$ cat config.mk
export PLATFORM = sky130hd
export DESIGN_NAME = fetch_unit
export DESIGN_NICKNAME = d
export VERILOG_FILES = /design/src/rtl/fetch_unit.sv
export SDC_FILE = /design/constraint.sdc
export NUM_CORES = 1
export LEC_CHECK = 0
export ABC_CLOCK_PERIOD_IN_PS = 1850
export CORE_MARGIN = 4
export CORE_UTILIZATION = 40
export DETAILED_ROUTE_END_ITERATION = 10
export PLACE_DENSITY = 0.76
export REMOVE_ABC_BUFFERS = 1
export SYNTH_ARGS = -nofsm -noshare
export SYNTH_HDL_FRONTEND = slang
export SYNTH_SLANG_ARGS = --single-unit
$ cat constraint.sdc
create_clock -name clk_i -period 1.85 [get_ports clk_i]
set_input_delay 0.185 -clock clk_i [delete_from_list [all_inputs] [get_ports clk_i]]
set_output_delay 0.185 -clock clk_i [all_outputs]
set_load 0.03 [all_outputs]
$ cat src/rtl/fetch_unit.sv
// ---------------------------------------------------------------------------
// fetch_unit
// Byte-wide instruction fetch sequencer for a small 8-bit core.
//
// Each instruction passes through four states:
//   FETCH_OP  -> DECODE -> [FETCH_IMM] -> ISSUE
//
// FETCH_OP  reads the opcode byte at PC into the instruction register.
// FETCH_IMM is visited only when the controller reports an immediate byte.
// ISSUE     pulses instr_valid_o for one cycle and may redirect the PC.
//
// Memory handshake:
//   - imem_req_o and imem_addr_o come straight from the state and the PC
//     register, so they cannot move until the acknowledging clock edge.
//   - An acknowledge that arrives outside a request state is ignored,
//     because only the request states look at imem_ack_i.
//   - The PC wraps naturally in 8 bits, from 8'hFF to 8'h00.
//
// Optional feature (compile-time macro FETCH_STALL_EN):
//   - Adds the stall_i input.
//   - While stall_i is high, ISSUE is held: no pulse and no PC update.
//   - Without the macro, ISSUE always lasts exactly one cycle.
// ---------------------------------------------------------------------------
module fetch_unit #(
    parameter logic [7:0] RESET_PC = 8'h00
) (
    input  logic       clk_i,
    input  logic       rst_i,
    output logic       imem_req_o,
    output logic [7:0] imem_addr_o,
    input  logic       imem_ack_i,
    input  logic [7:0] imem_data_i,
    output logic [3:0] opcode_o,
    output logic [3:0] operand_o,
    output logic [7:0] immediate_o,
    input  logic       en_immediate_i,
    input  logic       en_jmp_i,
    input  logic       jmp_taken_i,
    output logic       instr_valid_o,
    output logic [7:0] pc_o
`ifdef FETCH_STALL_EN
    ,
    input  logic       stall_i
`endif
);

    typedef enum logic [1:0] {
        FETCH_OP  = 2'd0,
        DECODE    = 2'd1,
        FETCH_IMM = 2'd2,
        ISSUE     = 2'd3
    } state_t;

    state_t     state_reg, state_next;
    logic [7:0] pc_reg,    pc_next;
    logic [7:0] ir_reg,    ir_next;
    logic [7:0] imm_reg,   imm_next;
    logic       stall_active;
    logic       jump_redirect;

`ifdef FETCH_STALL_EN
    assign stall_active = stall_i;
`else
    assign stall_active = 1'b0;
`endif

    // Only a taken jump redirects the PC; a not-taken jump falls through.
    assign jump_redirect = en_jmp_i & jmp_taken_i;

    // State and datapath registers; reset lands in FETCH_OP at RESET_PC.
    always_ff @(posedge clk_i or posedge rst_i) begin
        if (rst_i) begin
            state_reg <= FETCH_OP;
            pc_reg    <= RESET_PC;
            ir_reg    <= 8'h00;
            imm_reg   <= 8'h00;
        end else begin
            state_reg <= state_next;
            pc_reg    <= pc_next;
            ir_reg    <= ir_next;
            imm_reg   <= imm_next;
        end
    end

    // Next-state, datapath update and handshake outputs.
    always_comb begin
        state_next    = state_reg;
        pc_next       = pc_reg;
        ir_next       = ir_reg;
        imm_next      = imm_reg;
        imem_req_o    = 1'b0;
        instr_valid_o = 1'b0;

        case (state_reg)
            FETCH_OP: begin
                imem_req_o = 1'b1;
                if (imem_ack_i) begin
                    ir_next    = imem_data_i;
                    pc_next    = pc_reg + 8'd1;
                    state_next = DECODE;
                end
            end

            DECODE: begin
                // The controller has now seen the opcode; ask it about the
                // immediate byte.
                state_next = en_immediate_i ? FETCH_IMM : ISSUE;
            end

            FETCH_IMM: begin
                imem_req_o = 1'b1;
                if (imem_ack_i) begin
                    imm_next   = imem_data_i;
                    pc_next    = pc_reg + 8'd1;
                    state_next = ISSUE;
                end
            end

            ISSUE: begin
                if (!stall_active) begin
                    instr_valid_o = 1'b1;
                    if (jump_redirect) begin
                        pc_next = imm_reg;
                    end
                    state_next = FETCH_OP;
                end
            end

            default: begin
                state_next = FETCH_OP;
            end
        endcase
    end

    // The address always follows the PC, which is what keeps it stable
    // for the whole duration of a pending request.
    assign imem_addr_o = pc_reg;
    assign pc_o        = pc_reg;
    assign immediate_o = imm_reg;

    // Split the instruction register into its opcode and operand nibbles.
    generate
        for (genvar gi = 0; gi < 4; gi++) begin : g_ir_split
            assign operand_o[gi] = ir_reg[gi];
            assign opcode_o[gi]  = ir_reg[gi + 4];
        end
    endgenerate

endmodule

==> Word-level counts from Yosys, hierarchy flattened <==
Index checks and enable logic that the tools add are counted.
{ "word_totals": {"ram_bits": 0, "output_inout_bits": 34, "mem_bits_ro": 0, "memories": 0, "reg_bits": 26, "latch_bits": 0, "inputBits": 14} }
{ "classes": {"mux": 9, "reduce_logical": 7, "n_addsub": 1, "n_eq_ne": 7, "order_cmp": 0, "n_mul": 0, "n_shift": 0, "div": 0, "bitwise": 1} }
{ "ops": {"columns": ["op", "count"], "rows": [
  ["$mux 8", 2],
  ["$pmux 8 s2", 1],
  ["$add 8x1->8 const B", 1],
  ["$pmux 2 s4", 1],
  ["$ne 2x2->1 const B", 3],
  ["$reduce_and 2->1", 3],
  ["$eq 2x2->1 const B", 2],
  ["$mux 2", 2],
  ["$mux 1", 3],
  ["$reduce_and 3->1", 1],
  ["$eq 2x1->1 const B", 1],
  ["$logic_not 2->1", 1],
  ["$ne 2x1->1 const B", 1],
  ["$reduce_bool 2->1", 1],
  ["$reduce_or 2->1", 1],
  ["$and 1x1->1", 1]
]} }

==> Logic depth before layout (Yosys ltp) <==
Gate-level depths: netlist of the first run.
{ "logic_depth": {"depth_word": 4, "depth_mapped": 7} }

==> Worst setup path before layout of the first run <==
No wires, ideal clock.
{ "synth_timing": {"path_kind": "register to register", "startpoint": "register state_reg[0]", "endpoint": "register pc_reg[7] (netlist: imem_addr_o[7])", "slack_ps": 94, "period_less_slack_ps": 1756, "arrival_ps": 1627, "setup_ps": 129, "path_buffers": 1, "required_ps": 1721, "stages_incl_launch_ff": 8, "path_cell_list": "dfrtp_1 -> inv_1 -> ha_1 -> o21ba_2 -> a211oi_4 -> buf_6 -> mux2i_1 -> nand3_1"} }
{ "synth_between": {"elab_chain_cells": 4, "word_cells_on_any_way": 9, "classes_between": "eq/ne: 4; mux: 1; reduce/logical: 4"} }
{ "synth_lines": {"columns": ["item", "line_no", "text"], "rows": [
  ["start: declaration", "54", "state_t state_reg, state_next;"],
  ["start signal: assignment", "78", "state_reg <= state_next;"],
  ["$eq 2x2->1 / $logic_not 2->1 (equally long branches)", "94", "case (state_reg)"],
  ["$reduce_or 2->1 (no source line)", null, null],
  ["$ne 2x1->1 (no source line) / $reduce_bool 2->1 (equally long branches)", null, null],
  ["$reduce_and 3->1 (no source line)", null, null],
  ["end signal: assignment", "79", "pc_reg <= pc_next;"],
  ["end: declaration", "55", "logic [7:0] pc_reg, pc_next;"]
]} }
Parallel ways exist; a longest one is shown, timed or not.
A chain may end at the register's enable or synchronous reset.

==> Worst setup path in the final report of the first run <==
{ "layout_timing": {"startpoint": "register pc_reg[3] (netlist: imem_addr_o[3])", "endpoint": "output imem_addr_o[3]"} }
{ "layout_lines": {"columns": ["item", "line_no", "text"], "rows": [
  ["end: declaration", "30", "output logic [7:0] imem_addr_o,"]
]} }
No word-level cell between the ends.

==> out/metrics.cfg, run 1 <==
[placement]
dp_hpwl_mm = 2.29
place_congestion = 0.845
postPlaceCellArea_mm2 = 0.00181
place_ws_ns = -0.0341
port_buffers = 47

[layout]
post-route-cell-area_mm2 = 0.00187
antenna_cells_inserted = 0
flow.area_growth_from_synthesis_pct = 40.3
mostFrequentLayoutCell = sky130_fd_sc_hd__clkdlybuf4s50_1
post-route-util = 0.596
final_nets = 186
layout.filler_cells = 268
post_route_cells_drive_above_1_share = 0.200
final_cell_mix = sky130_fd_sc_hd__clkdlybuf4s50_1 (45), sky130_fd_sc_hd__dfrtp_1 (26), sky130_fd_sc_hd__mux2_2 (16)

[clocking]
clk_transition_reported_paths_ns = 0.15
cts_inserted_buffers = 3
cts-root-buf = sky130_fd_sc_hd__clkbuf_4
clock_sinks = 26
holdBufCountCts = 0
source_to_sink_clock_delay_at_the_later_pin_of_the_worst_skew_pair_ns = 0.33
cts_tree = yes
clk_path_buf_depth = 2
cts_max_level = 1

[critical_path]
critPathSlowestCell = sky130_fd_sc_hd__clkdlybuf4s50_1
cp_max_fo = 7
cp_top_family = buffers and inverters
crit_required_ns = 1.66
critPathLaunchType = register
timing.critical_path.buf_inv = 1
path_cells = clkdlybuf4s50_1
critical_path_class = register to primary output
critical_path.max_stage_delay_ns = 0.72
cp-end-kind = primary output
crit_arrival_ns = 1.54

[floorplanning]
fp.dieH_um = 65.7
initial_utilization = 0.425
floorplan.core_area_mm2 = 0.00313
fp.dieW_um = 65.7
i_o_pin_count = 48
design.die.area_mm2 = 0.00431
floorplan.rows = 20

[power_and_ir_drop]
vdd_drop_max_mv = 0.943
leakage_power_nw = 0.804
total_power_mw = 4.08
power.density_cell_area_mw_per_mm2 = 2190

[global_route]
overflow = 0
global_route_wire_length_before_repair_mm = 4.89
number_of_global_route_vias_before_repair = 1050
groute.usage.overall = 0.149
initial_antenna_violation_count = 0
maximum_number_of_pins_on_one_net_before_global_route_repair = 27

[sta]
slew_headroom = 0.748
setup_failing_eps_final = 0
fmax_mhz = 578
tightestPinTransition_ns = 0.377
fin_crit_ns = 1.73
clock_skew_ns = 0.00607
final_hold_viol_count = 0
rsz0062_at_grt = no
setup_slack_ns = 0.121
final-max-slew-violation-count = 0
whs_ns = 0.178
final_min_period_over_clock_period = 0.935

[routing]
top_signal_layer_used = met4
antenna_left = 0
routed-wl-met3_um = 191
post_drt_via_cell_ratio = 5.13
route.final.wire_length_mm = 3.00
drc_errors = 0
num_vias = 1072
drt_first_iter_violations = 48
dr_wl_met2_mm = 1.44
wire_per_inst_um = 14.3
drt_pre_antenna_iters = 4
route.layer.met1.wl_mm = 1.31

[synthesis]
synthAdderAreaFrac = 0.0564
synth_top_flop_cell = sky130_fd_sc_hd__dfrtp_1
sequential_element_share_of_the_synthesized_area = 0.489
fraction_of_the_mapped_netlist_area_in_compound_gates = 0.135
ys.warnings.count = 0
synth.distinct_cells = 28
syn_area_mm2 = 0.00133
ys_ff_latch = 26
mean_post_synth_cell_area_um2 = 11.4
synth_top_family_by_area = multiplexers
yosys.area_share.simple = 0.0978
post_synth_edffs = 0
post_synth_inst_count = 117
post_synth_xor_area_fraction = 0
async_sr_flop_fraction = 1.00
synth.mux.area_fraction = 0.151

[job]
cap_violations = 0

[run_status]
run_status = completed

[hold_path]
hold_class = input pin to async pin

cells in the mapped netlist, types with 2 or more instances:
cell type	instances	area share
sky130_fd_sc_hd__nand3_1	3	0.011
sky130_fd_sc_hd__o21ai_0	3	0.011
sky130_fd_sc_hd__inv_1	4	0.011
sky130_fd_sc_hd__buf_4	8	0.045
sky130_fd_sc_hd__clkbuf_1	2	0.0056
sky130_fd_sc_hd__dfrtp_1	26	0.49
sky130_fd_sc_hd__nand2_1	9	0.025
sky130_fd_sc_hd__mux2_2	16	0.14
sky130_fd_sc_hd__o31ai_1	2	0.011
sky130_fd_sc_hd__o21ai_1	5	0.019
sky130_fd_sc_hd__mux2i_1	2	0.015
sky130_fd_sc_hd__a22o_1	6	0.040
sky130_fd_sc_hd__a21oi_1	3	0.011
sky130_fd_sc_hd__nor2b_1	2	0.0094
sky130_fd_sc_hd__ha_1	6	0.056
sky130_fd_sc_hd__and3_1	2	0.0094
sky130_fd_sc_hd__nor2_1	7	0.020
timing repair:
action,4_1_cts,5_1_grt
setup endpoints to repair,7,1
pin swaps,1,0
setup buffers,2,1
gates resized for setup,3,2
cell families (layout without fill, tap and decap cells):
group	after synthesis	count (layout)
mux	18	18
flops	26	26
fa+ha+maj	6	6
buf+inv	15	63
simple gates	28	28
compound gates	24	24
path summary, 6_finish.rpt:
check                                            from                         end  slack [ns]  cells past startpoint
hold reg to reg                 ir_reg[4]$_DFFE_PP0P_       ir_reg[4]$_DFFE_PP0P_        0.52                      1
setup / recovery           imem_addr_o[3]$_DFFE_PP0P_              imem_addr_o[3]        0.12                      1
setup reg to reg             state_reg[1]$_DFFE_PP0P_  imem_addr_o[6]$_DFFE_PP0P_        0.13                      7
min in group clk_i                     imem_data_i[7]  immediate_o[7]$_DFFE_PP0P_        0.49                      2
max in group asynchronous                       rst_i    state_reg[1]$_DFFE_PP0P_        1.42                      3
hold / removal                                  rst_i  immediate_o[5]$_DFFE_PP0P_        0.18                      3
layer usage:
layer	track usage	vias up
met4	0.0777	0
met1	0.183	528
met3	0.0222	5
met2	0.252	37
met5	0	-
li1	-	502
stage by stage:
step                std cells  setup TNS [ns]
floorplan                 106          -0.611
global placement          202               0
detailed placement        202         -0.0520
CTS                       208               0
global route              209               0
finish                    209               0
area by class of cell:
cell class                      instances  area (um^2)  share of cell area
Sequential cell                        26          651               0.349
Clock buffer                            4         36.3              0.0195
Tap cell                               44         55.1              0.0295
Multi-Input combinational cell         76          586               0.314
Timing Repair Buffer                   55          523               0.280
Inverter                                4         15.0             0.00805
power breakdown:
group	switching [mW]	total (mW)	internal (mW)
sequential	0.275	1.13	0.857
clock	0.180	0.300	0.121
combinational	1.44	2.65	1.21
(Power assumes the default switching activity.)
==> run 2: changes to the inputs <==
- ABC_CLOCK_PERIOD_IN_PS: 1850 -> 2100
- CORE_UTILIZATION: 40 -> 47
- PLACE_DENSITY: 0.76 -> 0.84
- clock period: 1.85 -> 2.1 ns (I/O delays scaled with it)
==> out/metrics.cfg, run 2 (synthesized netlist as in run 1, its figures left out) <==
[run_status]
run_status = completed

[floorplanning]
fp.dieH_um = 61.2  ; -6.8%
floorplan.core_area_mm2 = 0.00273  ; -13%
i_o_pin_count = 48  ; unchanged
design.die.area_mm2 = 0.00374  ; -13%
fp.dieW_um = 61.2  ; -6.8%
initial_utilization = 0.486  ; +0.0613
floorplan.rows = 19  ; -5.0%

[clocking]
source_to_sink_clock_delay_at_the_later_pin_of_the_worst_skew_pair_ns = 0.31  ; -0.02 ns
post_cts.repair.setup_buffers = 0  ; -2
cts_tree = yes
holdBufCountCts = 0  ; unchanged
clk_transition_reported_paths_ns = 0.13  ; -0.02 ns
cts_inserted_buffers = 3  ; unchanged
cts_max_level = 1  ; unchanged
clk_path_buf_depth = 2  ; unchanged
clock_sinks = 26  ; unchanged
cts-root-buf = sky130_fd_sc_hd__clkbuf_4

[power_and_ir_drop]
leakage_power_nw = 0.772  ; -3.9%
vdd_drop_max_mv = 1.21  ; +28%
power.density_cell_area_mw_per_mm2 = 1920  ; -12%

[sta]
final_min_period_over_clock_period = 0.950
fin_crit_ns = 2.00
totalNegativeSetupSlack_ns = 0  ; unchanged
final-max-slew-violation-count = 0  ; unchanged
final_hold_viol_count = 0  ; unchanged
fmax_mhz = 501
setup_failing_eps_final = 0  ; unchanged
clock_skew_ns = 0.00458  ; -0.00149 ns
rsz0062_at_grt = no
slew_headroom = 0.684  ; -0.0638
tightestPinTransition_ns = 0.472  ; +0.0951 ns

[layout]
final_cell_mix = sky130_fd_sc_hd__clkdlybuf4s50_1 (46), sky130_fd_sc_hd__dfrtp_1 (26), sky130_fd_sc_hd__mux2_2 (16)
post_route_cells_drive_above_1_share = 0.157  ; -0.0428
final_nets = 181  ; -2.7%
mostFrequentLayoutCell = sky130_fd_sc_hd__clkdlybuf4s50_1
antenna_cells_inserted = 0  ; unchanged
final_cell_count_no_fill = 190  ; -9.1%
flow.area_growth_from_synthesis_pct = 35.7
post-route-util = 0.660  ; +0.0636

[routing]
drc_errors = 0  ; unchanged
route.final.wire_length_mm = 3.05  ; +1.8%
post_drt_via_cell_ratio = 5.46  ; +6.5%
num_vias = 1038  ; -3.2%
antenna_left = 0  ; unchanged
drt_pre_antenna_iters = 4  ; unchanged
wire_per_inst_um = 16.1  ; +12%
drt_first_iter_violations = 15  ; -69%

[global_route]
maximum_number_of_pins_on_one_net_before_global_route_repair = 21  ; -22%
groute.usage.overall = 0.179  ; +0.0300
initial_antenna_violation_count = 0  ; unchanged
overflow = 0  ; unchanged
number_of_global_route_vias_before_repair = 1026  ; -2.3%
global_route_wire_length_before_repair_mm = 4.93  ; +0.84%

[placement]
port_buffers = 47  ; unchanged
dp_hpwl_mm = 2.39  ; +4.4%
place_congestion = 0.800  ; -5.3%
post-place-cells = 187  ; -7.4%

[critical_path]
cp-end-kind = primary output
crit_arrival_ns = 1.79  ; +0.25 ns
critical_path_class = register to primary output
critPathLaunchType = register
cp_max_fo = 5  ; -2
critical_path.max_stage_delay_ns = 0.45  ; -0.27 ns
critPathSlowestCell = sky130_fd_sc_hd__dfrtp_1
cp_top_family = buffers and inverters
path_cells = inv_1, ha_1, or2_2, dlygate4sd2_1
crit_required_ns = 1.89  ; +0.23 ns
timing.critical_path.buf_inv = 2  ; +1

[job]
cap_violations = 0  ; unchanged

[hold_path]
hold_class = input pin to async pin

## run 2: worst paths after layout
kind	end	cells after the start	start	slack, ns
max in group asynchronous	immediate_o[6]$_DFFE_PP0P_	3	rst_i	1.43
min in group clk_i	ir_reg[0]$_DFFE_PP0P_	2	imem_data_i[0]	0.52
hold / removal	ir_reg[1]$_DFFE_PP0P_	2	rst_i	0.12
hold reg to reg	ir_reg[0]$_DFFE_PP0P_	1	ir_reg[0]$_DFFE_PP0P_	0.52
setup / recovery	imem_req_o	4	state_reg[0]$_DFFE_PP0P_	0.10
setup reg to reg	imem_addr_o[6]$_DFFE_PP0P_	6	state_reg[0]$_DFFE_PP0P_	0.15
## run 2: power breakdown
group          switching (mW)  total [mW]  internal, mW
sequential              0.252        1.01         0.756
combinational            1.26        2.26         0.999
clock                   0.141       0.208        0.0672
total                    1.65        3.47          1.82
## run 2: cell type report
class / instances / area, um^2
fill: 192 / 930
sequential: 26 / 651
clock buffer: 3 / 22.5
tap: 31 / 38.8
timing repair buffer: 50 / 492
multi-input combinational: 76 / 586
inverter: 4 / 15.0
## run 2: through the flow
stage | hold slack [ns] | cell area (um^2) | setup slack [ns] | power (mW)
after floorplan | 0.250 | 1250 | 0.135 | 2.36
after global placement | 0.460 | 1780 | 0.258 | 3.20
after detailed placement | 0.480 | 1780 | 0.125 | 3.29
after CTS | 0.121 | 1800 | 0.0988 | 3.50
after global routing | 0.117 | 1800 | 0.0322 | 3.69
final | 0.121 | 1800 | 0.104 | 3.47
## run 2: repair_timing
action	in CTS	in global routing
resized for setup	1	0
endpoints found under the setup margin	1	2
pin swaps	0	1
## run 2: per-layer routing
metal,global-route usage,vias up,wire [um]
met3,0.0398,4,190
met2,0.298,38,1540
met5,0,-,0
li1,-,493,-
met4,0.0557,0,25
met1,0.233,503,1290
==> run 3: changes to the inputs <==
- ABC_CLOCK_PERIOD_IN_PS: 2100 -> not set
==> results of run 3 <==
Same layout as run 2: the final DEF is identical, and so are final timing and power.
